**src/rtl/lp_arith_pkg.sv**
```systemverilog
// lp_arith_pkg: shared widths, operand types and divider states for the low-power arithmetic path
package lp_arith_pkg;
  localparam int W = 8;
  localparam int ITER = 2 * W;
  typedef logic [W-1:0] operand_t;
  typedef logic [2*W-1:0] product_t;
  typedef enum logic [1:0] {IDLE, RUN, DONE} div_state_t;
endpackage

```
**src/rtl/lp_div_step.sv**
```systemverilog
// lp_div_step: one combinational restoring-division step
module lp_div_step #(
  parameter int W = 8
) (
  input  logic [W:0]   i_pr,
  input  logic         i_bit,
  input  logic [W-1:0] i_divisor,
  output logic [W:0]   o_pr,
  output logic         o_q
);
  logic [W:0] w_sh;
  assign w_sh = {i_pr[W-1:0], i_bit};
  assign o_q  = w_sh >= {1'b0, i_divisor};
  assign o_pr = o_q ? w_sh - {1'b0, i_divisor} : w_sh;
endmodule

```
**src/rtl/low_power_divider.sv**
```systemverilog
// low_power_divider: sequential restoring divider, one quotient bit per enabled clock
module low_power_divider
  import lp_arith_pkg::*;
#(
  parameter int W = lp_arith_pkg::W
) (
  input  logic           clk,
  input  logic           rst,
  input  logic           enable,
  input  logic           start,
  input  logic [2*W-1:0] dividend,
  input  logic [W-1:0]   divisor,
  output logic           busy,
  output logic           done,
  output logic [2*W-1:0] quotient,
  output logic [W-1:0]   remainder,
  output logic           div_zero,
  output logic           q_ovf
);
  localparam int CW = $clog2(2 * W);
  div_state_t     r_state, w_next;
  logic [2*W-1:0] r_sreg, r_q, w_qn;
  logic [W-1:0]   r_div, r_r;
  logic [W:0]     r_pr, w_pr;
  logic [CW-1:0]  r_cnt;
  logic           r_dz, r_ovf, w_qb, w_acc, w_step, w_last;
  lp_div_step #(.W(W)) u_step (
    .i_pr(r_pr), .i_bit(r_sreg[2*W-1]), .i_divisor(r_div), .o_pr(w_pr), .o_q(w_qb)
  );
  assign w_acc  = start & enable & (r_state == IDLE);
  assign w_step = enable & (r_state == RUN);
  assign w_last = w_step & (r_cnt == '0);
  assign w_qn   = {r_sreg[2*W-2:0], w_qb};
  // DONE always falls back to IDLE so the done pulse cannot stick under enable=0
  always_comb begin
    w_next = r_state;
    w_next = (r_state == DONE) ? IDLE
           : w_acc  ? ((divisor == '0) ? DONE : RUN)
           : w_last ? DONE : r_state;
  end
  always_ff @(posedge clk) begin
    if (rst) begin
      r_state <= IDLE;
      r_sreg  <= '0;
      r_div   <= '0;
      r_pr    <= '0;
      r_cnt   <= '0;
      r_q     <= '0;
      r_r     <= '0;
      r_dz    <= 1'b0;
      r_ovf   <= 1'b0;
    end else begin
      r_state <= w_next;
      if (w_acc) begin
        r_sreg <= dividend;
        r_div  <= divisor;
        r_pr   <= '0;
        r_cnt  <= CW'(2 * W - 1);
        if (divisor == '0) begin
          r_q   <= '1;
          r_r   <= dividend[W-1:0];
          r_dz  <= 1'b1;
          r_ovf <= 1'b1;
        end
      end
      if (w_step) begin
        r_sreg <= w_qn;
        r_pr   <= w_pr;
        r_cnt  <= r_cnt - 1'b1;
      end
      if (w_last) begin
        r_q   <= w_qn;
        r_r   <= w_pr[W-1:0];
        r_dz  <= 1'b0;
        r_ovf <= |w_qn[2*W-1:W];
      end
    end
  end
  assign busy      = r_state == RUN;
  assign done      = r_state == DONE;
  assign quotient  = r_q;
  assign remainder = r_r;
  assign div_zero  = r_dz;
  assign q_ovf     = r_ovf;
endmodule

```
**config.mk**
```make
export PLATFORM = sky130hd
export DESIGN_NAME = low_power_divider
export DESIGN_NICKNAME = d
export VERILOG_FILES = /design/src/rtl/lp_arith_pkg.sv /design/src/rtl/lp_div_step.sv /design/src/rtl/low_power_divider.sv
export SDC_FILE = /design/constraint.sdc
export NUM_CORES = 1
export LEC_CHECK = 0
export CAP_MARGIN = 20
export CORE_MARGIN = 3
export CORE_UTILIZATION = 40
export CTS_BUF_LIST = sky130_fd_sc_hd__clkbuf_8 sky130_fd_sc_hd__clkbuf_16
export DETAILED_ROUTE_END_ITERATION = 16
export PLACE_DENSITY = 0.68
export SLEW_MARGIN = 30
export SYNTH_ARGS = -nofsm -noshare
export SYNTH_HDL_FRONTEND = slang
export SYNTH_SLANG_ARGS = --single-unit
```
**constraint.sdc**
```tcl
create_clock -name clk -period 4.3 [get_ports clk]
set_clock_uncertainty 0.15 [all_clocks]
set_input_delay 0.86 -clock clk [delete_from_list [all_inputs] [get_ports clk]]
set_output_delay 0.86 -clock clk [all_outputs]
set_load 0.01 [all_outputs]
```
== Word-level counts from Yosys, hierarchy flattened ==
Index checks and enable logic that the tools add are counted.

* Add/sub/neg operators: 2
* Magnitude comparators: 1
* Equal/unequal tests: 2
* Mux-type cells: 19
* Bitwise logic cells: 4
* Reduce and logical (&&, ||, !) cells: 11

{| class="wikitable"
|+ Operators by type and width
! cell !! number
|-
| two-way mux 16 bit || 5
|-
| two-way mux 8 bit || 6
|-
| greater-or-equal comparator 9 x 8 -> 1 bit || 1
|-
| zero test 8 bit || 1
|-
| two-way mux 4 bit || 2
|-
| OR reduction 8 bit || 1
|-
| subtractor 8 bit || 1
|-
| two-way mux 2 bit || 3
|-
| nonzero test 2 bit || 3
|-
| AND 1 bit || 4
|-
| zero test 4 bit || 1
|-
| AND reduction 2 bit || 2
|-
| OR reduction 2 bit || 2
|-
| subtractor 4 x 1 -> 4 bit, second input constant || 1
|-
| two-way mux 1 bit || 3
|-
| == test 2 x 1 -> 1 bit, second input constant || 1
|-
| == test 2 bit, second input constant || 1
|-
| zero test 2 bit || 1
|}

* Flip-flop bits (word level): 64
* Input bits: 28
* Output and inout port bits: 28
* Word-level logic and storage cells: 48

== Longest topological paths before layout ==
* Depth after elaboration: 5
* Gate-level depth with buffers: 9
* Gate-level depth less buffers: 9

== Hierarchy ==
A second synthesis with hierarchy kept.

* Cell total of the unflattened synthesis: 382
* Area total of the unflattened synthesis: 3384.5 µm²

{| class="wikitable"
|+ Modules (own cells, without submodules)
! module !! instances !! cells an instance !! area each (µm²) !! sequential area each (µm²)
|-
| low_power_divider || 1 || 317 || 2813.9 || 1301.2
|-
| lp_div_step || 1 || 65 || 570.5 || 0.0
|}

== Worst setup path after synthesis ==
Ideal clock, no wire load.

* Path kind: input to register
* From: in divisor[3]
* To: reg r_r[5] (netlist: remainder[5])
* Setup time: 130 ps
* Arrival: 2090 ps
* Data required time: 4020 ps
* Path slack: 1930 ps
* Stages: 5
* Buffers on the path: 0
* Path through: nor4_2 nand3_2 mux2_2 a32oi_1 o31ai_1

* Word-level cells in the longest chain between the ends: 3

{| class="wikitable"
|+ RTL lines
! element !! line !! text
|-
| from (decl) || low_power_divider.sv:12 || <nowiki>input logic [W-1:0] divisor,</nowiki>
|-
| zero test 8 bit || low_power_divider.sv:59 || <nowiki>if (divisor == '0) begin</nowiki>
|-
| nonzero test 2 bit (no line) || - ||
|-
| AND reduction 2 bit (no line) || - ||
|-
| to (signal assigned) || low_power_divider.sv:61 || <nowiki>r_r <= dividend[W-1:0];</nowiki>
|-
| to (signal assigned) || low_power_divider.sv:73 || <nowiki>r_r <= w_pr[W-1:0];</nowiki>
|-
| to (decl) || low_power_divider.sv:23 || <nowiki>logic [W-1:0] r_div, r_r;</nowiki>
|}

Every way passes these cells.
A chain may end at the register's enable or synchronous reset.

== Final worst setup path ==
* From: in enable
* To: reg r_r[0] (netlist: remainder[0])

* Word-level cells in the longest chain between the ends: 4
* Elaborated cells between the ends (all ways): 8
* Classes of those cells: mux: 1; bitwise: 4; reduce/logical: 3

{| class="wikitable"
|+ RTL lines
! element !! line !! text
|-
| from (decl) || low_power_divider.sv:9 || <nowiki>input logic enable,</nowiki>
|-
| AND 1 bit, on equally long branches || low_power_divider.sv:31, low_power_divider.sv:30 ||
|-
| AND 1 bit, on equally long branches || low_power_divider.sv:32, low_power_divider.sv:30 ||
|-
| nonzero test 2 bit (no line) || - ||
|-
| AND reduction 2 bit (no line) || - ||
|}

Several ways; a longest one is shown, not always the timed one.

==> impl_metrics.yaml <==
routing:
  routedWlPerCell_um: 16.0
  vias: 2896
  drt_iter0_markers: 152
  drt_wl_total_um: 8180
  drt-vias-per-instance: 5.65
  drc: 0
  firstDrtPassIters: 4
  drtAntennaViolNets: 0
clocking:
  cts_buffer_depth: 2
  cts_tree: "yes"
  ctsResizeCount: 0
  cts_setup_buffers: 0
  clk_latency_ns: 0.34
  hold_buffers: 0
  cts.sinks: 64
  root_buffer: "clkbuf_8"
  cts.clk_slew.worst_paths_ns: 0.07
  htree_num_levels: 3
  numCtsBuffers: 9
cells_and_area:
  multi_input_area_sq_um: 1690
  fillers: 700
  area_growth_pct: 25.7
  nets: 448
  diodes: 0
  fin_util_pct: 53.0
  register_area_sq_um: 1280
  drive_above_1_share_pct: 9.18
logic_synthesis:
  synthesis.nets: 400
  yosysUniqueCellTypes: 60
  syn-cell-area_sq_um: 3120
  yosys_most_used_dff: "dfxtp_1"
  synth-seq-area-share_pct: 41.0
  synth_edf_count: 0
  yosysWarnings: 0
  async_reset_ff_share_pct: 0
  synthCells: 361
  syn_area_per_cell_sq_um: 8.65
  synth_seq_cells: 64
die:
  chipWidth_um: 94.4
  die_height_um: 94.4
  ios: 56
  fp-row-count: 31
  core_area_sq_um: 7410
  initial_utilization_pct: 42.2
  design.die.area_sq_um: 8910
worst_setup_path:
  cp.arrival_ns: 2.86
  max_stage_delay_ns: 0.74
  critPathTopFamily: "simple AND/OR/NAND/NOR gates"
  path_max_fanout: 28
  crit_type: "in2reg"
  cp.required_ns: 4.42
  cp_slowest_cell: "or4b_4"
  cp-start-kind: "input port"
  path_buf_inv: 1
  cp-end-kind: "register"
  crit_chain: "clkdlybuf4s50_1 > nand3b_4 > or4b_4 > or3_1 > o211ai_2"
sta:
  setup_violations: 0
  finalHoldViolCount: 0
  max_slew.worst_pin.slew_ns: 0.801
  relSlewSlack_pct: 46.6
  period_needed_ns: 2.74
  slew_viol_final: 0
  rsz0062_at_grt: "no"
  max_freq_mhz: 365
  fin_crit_sh_pct: 63.7
  fin_tns_setup_ns: 0
  fin_hold_ws_ns: 0.316
grt:
  grt_pass1_wl_um: 13200
  antenna_found_initial: 0
  grt_usage_pct: 18.9
  gr-max-usage-layer: "met2"
  grt_max_degree: 35
  first_global_vias: 2766
  gr-usage-met1_pct: 24.8
  grt_overflow: 0
  grt.met2_usage_pct: 30.4
  grt.met3_usage_pct: 2.63
placement:
  gp_congestion: 0.796
  portBuffers: 55
  hpwl_um: 5710
pwr:
  powerDensity_nw_per_um2: 377
  irDropWorstVdd_v: 0.000161
  p_leak_nw: 1.44
outcome:
  status: "finished, final reports clean"
worst_hold_path:
  hold_path_class: "reg2reg"
flow_run:
  cap_violations: 0
path summary, 6_finish.rpt:
path | cells past startpoint | slack (ns) | startpoint | end
min | 2 | 0.32 | r_div[7] | r_div[7]
max reg2reg | 9 | 1.66 | r_sreg[15] | remainder[6]
min reg2reg | 2 | 0.32 | r_div[7] | r_div[7]
max | 5 | 1.56 | enable | remainder[0]
registers in the layout (all words and copies together), names as in the netlist:
register   flops
div_zero       1
q_ovf          1
quotient      16
r_cnt          4
r_div          8
r_pr           8
r_sreg        16
r_state        2
remainder      8
cell usage after synthesis, types with 2 or more instances:
library cell / n / share of area, %
dfxtp_1: 64 / 41
nand2_1: 42 / 5.0
nor2_1: 37 / 4.4
a21oi_1: 29 / 4.6
a22oi_1: 16 / 3.8
nor3_1: 14 / 2.2
clkbuf_1: 13 / 1.6
inv_1: 12 / 1.4
ha_1: 10 / 4.0
o21ai_0: 9 / 1.4
a211oi_1: 7 / 1.7
a31oi_1: 7 / 1.4
nand3_1: 7 / 1.1
o22ai_1: 7 / 1.4
buf_2: 6 / 0.96
o211ai_1: 5 / 1.2
a21o_1: 4 / 0.96
a311oi_1: 4 / 1.1
mux2_2: 4 / 1.4
mux2i_1: 4 / 1.3
nand4_1: 4 / 0.80
or3_1: 4 / 0.80
a221oi_1: 3 / 0.84
buf_6: 3 / 1.1
nor4_1: 3 / 0.60
a32o_1: 2 / 0.64
and2_1: 2 / 0.40
nand2b_1: 2 / 0.40
nor2b_1: 2 / 0.40
nor3b_1: 2 / 0.48
nor4_2: 2 / 0.80
o21a_1: 2 / 0.48
xor2_1: 2 / 0.56
stage by stage:
step	setup slack (ns)	area, sq um	instances	power [mW]
after detailed placement	1.24	3710	497	0.954
after CTS	1.58	3920	513	1.49
final	1.56	3930	513	1.48
after floorplan	1.93	3120	361	0.856
after global placement	1.30	3710	497	0.949
after global routing	1.47	3930	513	1.55
routing by layer:
metal	up-vias	share of wire, %	wire, um
met3	15	3.7	304
li1	1429	-	-
met1	1385	48	3890
met4	0	2.2	178
met2	67	47	3810
met5	-	0	0
final cells by class:
| cell class | count | share of cell area, % |
|---|---|---|
| flip-flops and latches | 64 | 32.6 |
| clock inverters | 6 | 1.72 |
| clock buffers | 10 | 3.51 |
| inverters | 12 | 1.15 |
| repair buffers | 60 | 14.9 |
| well taps | 99 | 3.15 |
| multi-input cells | 262 | 43.0 |
kinds of logic after synthesis:
kind of cell	Yosys count	synth area share, %
XOR/XNOR	3	0.841
flip-flops	64	41.0
buffers and inverters	35	5.17
AND/OR/NAND/NOR	131	21.6
multiplexers	8	2.72
AO/OA/AOI/OAI	109	24.0
adder cells (fa/ha/maj)	11	4.65
layout by cell type (no fill, tap or decap), drive strengths merged, types with 3 or more instances in the layout:
cell type      instances
clkbuf                10
nand4                  4
nand3                  8
ha                    10
a311oi                 4
buf                    6
a21o                   4
or3                    4
a31oi                  7
nor3                  15
clkdlybuf4s50         54
mux2                   4
nand2                 43
a221oi                 3
a21oi                 29
o22ai                  7
a211oi                 7
dfxtp                 64
a22oi                 16
nor2                  37
inv                   13
nor4                   5
mux2i                  4
o211ai                 6
o21ai                  9
power breakdown:
part	leakage, nW	switching (mW)	internal (mW)	total (mW)
logic	0.822	0.172	0.126	0.298
registers	0.520	0.0255	0.622	0.648
clock network	0.0989	0.250	0.285	0.536
worst reg2reg max path: cells and delay by family, from the launching register on:
kind	cells	cell delay [ns]
adder cells (fa/ha/maj)	2	0.58
AO/OA/AOI/OAI	5	1.36
flip-flops	1	0.32
buffers and inverters	2	0.16
Power figures use the tool's default switching activity.
==> RTL change (same settings) <==
`W` is set to 8 in 2 places; all go to 4.
--- a/src/rtl/lp_arith_pkg.sv
+++ b/src/rtl/lp_arith_pkg.sv
@@ -1,5 +1,5 @@
 // lp_arith_pkg: shared widths, operand types and divider states for the low-power arithmetic path
 package lp_arith_pkg;
-  localparam int W = 8;
+  localparam int W = 4;
   localparam int ITER = 2 * W;
   typedef logic [W-1:0] operand_t;
--- a/src/rtl/lp_div_step.sv
+++ b/src/rtl/lp_div_step.sv
@@ -1,5 +1,5 @@
 // lp_div_step: one combinational restoring-division step
 module lp_div_step #(
-  parameter int W = 8
+  parameter int W = 4
 ) (
   input  logic [W:0]   i_pr,
Ports: changed (resized dividend, divisor, quotient and remainder); port bits go from 56 to 32. No check against the original RTL was run, so the function may have changed too.
==> RTL change against the unedited design <==
Area after synthesis shrank 45%. Sequential power shrank 44%. Cell area shrank 45%. Routed wire length shrank 55%. Total power shrank 45%. Largest power group unchanged. Setup slack gained 0.022 ns. Sequential cell count shrank 29. Utilization grew 0.13 points. Die area shrank 42%. Non-clock buffer count shrank 26. Global-route usage shrank 3.0 points. Critical path type unchanged.
==> RTL change: results (changes against the unedited design) <==
Pwr
The switching share of power is 25.8% (-4.4 points). The clock network power is 0.309 mW (-42%).

Run status
The flow ran to the end, and the final reports show no timing, DRC or antenna violations.

Drt
The detail-routed via count per cell is 5.18 (-8.3%). The met2 routed wirelength is 1.69 mm (-56%). The wire length on met3 is 181 um (-40%).

The violation count after the first detailed-route iteration is 55 (-64%).

Placement
The global placer's final weighted congestion was 0.820 (+3.1%). The post-placement setup slack was 1.28 ns (+0.0485 ns). The instance count after placement with tap cells included came to 266 (-46%).

The placed instance area is 0.00205 sq mm (-45%).

Global route
The maximum number of pins on one net before global-route repair is 23 (-34%). The first-pass GRT wire length was 6.30 mm (-52%). The global-route total usage across every layer is 15.9% (-3.0 points).

Synth
The fraction of synthesized area in multiplexers is 2.91% (+0.18 points). The post-synthesis cell count is 192 (-47%). In the post-synthesis netlist, the biggest area contributors are sky130_fd_sc_hd__dfxtp_1 (41%), sky130_fd_sc_hd__nor2_1 (8.1%), sky130_fd_sc_hd__ha_1 (4.4%), sky130_fd_sc_hd__nand2_1 (4.1%), sky130_fd_sc_hd__a311oi_1 (4.1%).

The synthesized-area fraction occupied by xor and xnor cells is 1.02% (+0.18 points).

Min path
The critical hold path startpoint is r_cnt[0]$_SDFFE_PP0P_. For hold timing, the worst endpoint is r_cnt[0]$_SDFFE_PP0P_. The number of instances on the worst hold path is 1 (-1).

CTS
The H-tree depth is 2 (-1). The clock latency reported for the late side of the worst-skew pair came to 0.29 ns (-0.05 ns). The TritonCTS buffer count is 5 (-4).

Critical path
The depth of the worst register-to-register path was 6 (-3). The startpoint of the worst register-to-register path is r_state[0]$_SDFFE_PP0P_. The endpoint arrival time on the critical path is 2.78 ns (-0.08 ns).

Layout
The post-layout net count is 246 (-45%). The layout cell share with drive strength beyond 1 is 12.5% (+3.3 points).

STA
The worst hold slack after final layout is 0.320 ns (+0.00367 ns).
RTL change: kinds of logic (layout without fill, tap and decap cells):
kind of cell	count (synthesis)	in the layout
and+or+nand+nor	87	87
buffers and inverters	17	49
xor gates and xnor gates	2	2
adders and majority gates	7	7
AOI/OAI and AO/OA	39	39
muxes	5	5
DFF	35	35
RTL change: routing by layer:
layer / global-route usage [%] / up-vias
li1: - / 737
met2: 24.2 / 28
met5: 0 / -
met1: 20.7 / 648
met4: 6.26 / 0
met3: 5.47 / 5
RTL change: worst max path at each step:
stage,end,cells after the start,slack [ns],startpoint
4_1_cts,q_ovf$_SDFFE_PP0P_,7,1.59,enable
2_1_floorplan,remainder[0]$_SDFFE_PP0P_,5,2.19,divisor[0]
3_3_place_gp,q_ovf$_SDFFE_PP0P_,7,1.37,enable
6_report,q_ovf$_SDFFE_PP0P_,7,1.58,enable
5_1_grt,q_ovf$_SDFFE_PP0P_,7,1.49,enable
3_5_place_dp,q_ovf$_SDFFE_PP0P_,7,1.28,enable
RTL change: cell type report:
| cell class | count | area, sq um |
|---|---|---|
| Multi-Input combinational cell | 140 | 931 |
| Timing Repair Buffer | 34 | 333 |
| Inverter | 7 | 26.3 |
| Sequential cell | 35 | 701 |
| Tap cell | 50 | 62.6 |
| Fill cell | 402 | 1920 |
| Clock inverter | 2 | 35.0 |
| Clock buffer | 6 | 82.6 |
RTL change: worst max-delay path, cell delays in order:
cell                              delay [ns]
sky130_fd_sc_hd__clkdlybuf4s50_1        0.49
sky130_fd_sc_hd__nand3b_1               0.08
sky130_fd_sc_hd__buf_4                  0.21
sky130_fd_sc_hd__or3b_1                 0.68
sky130_fd_sc_hd__nand2_8                0.20
sky130_fd_sc_hd__nor2_1                 0.07
sky130_fd_sc_hd__a211oi_2               0.19
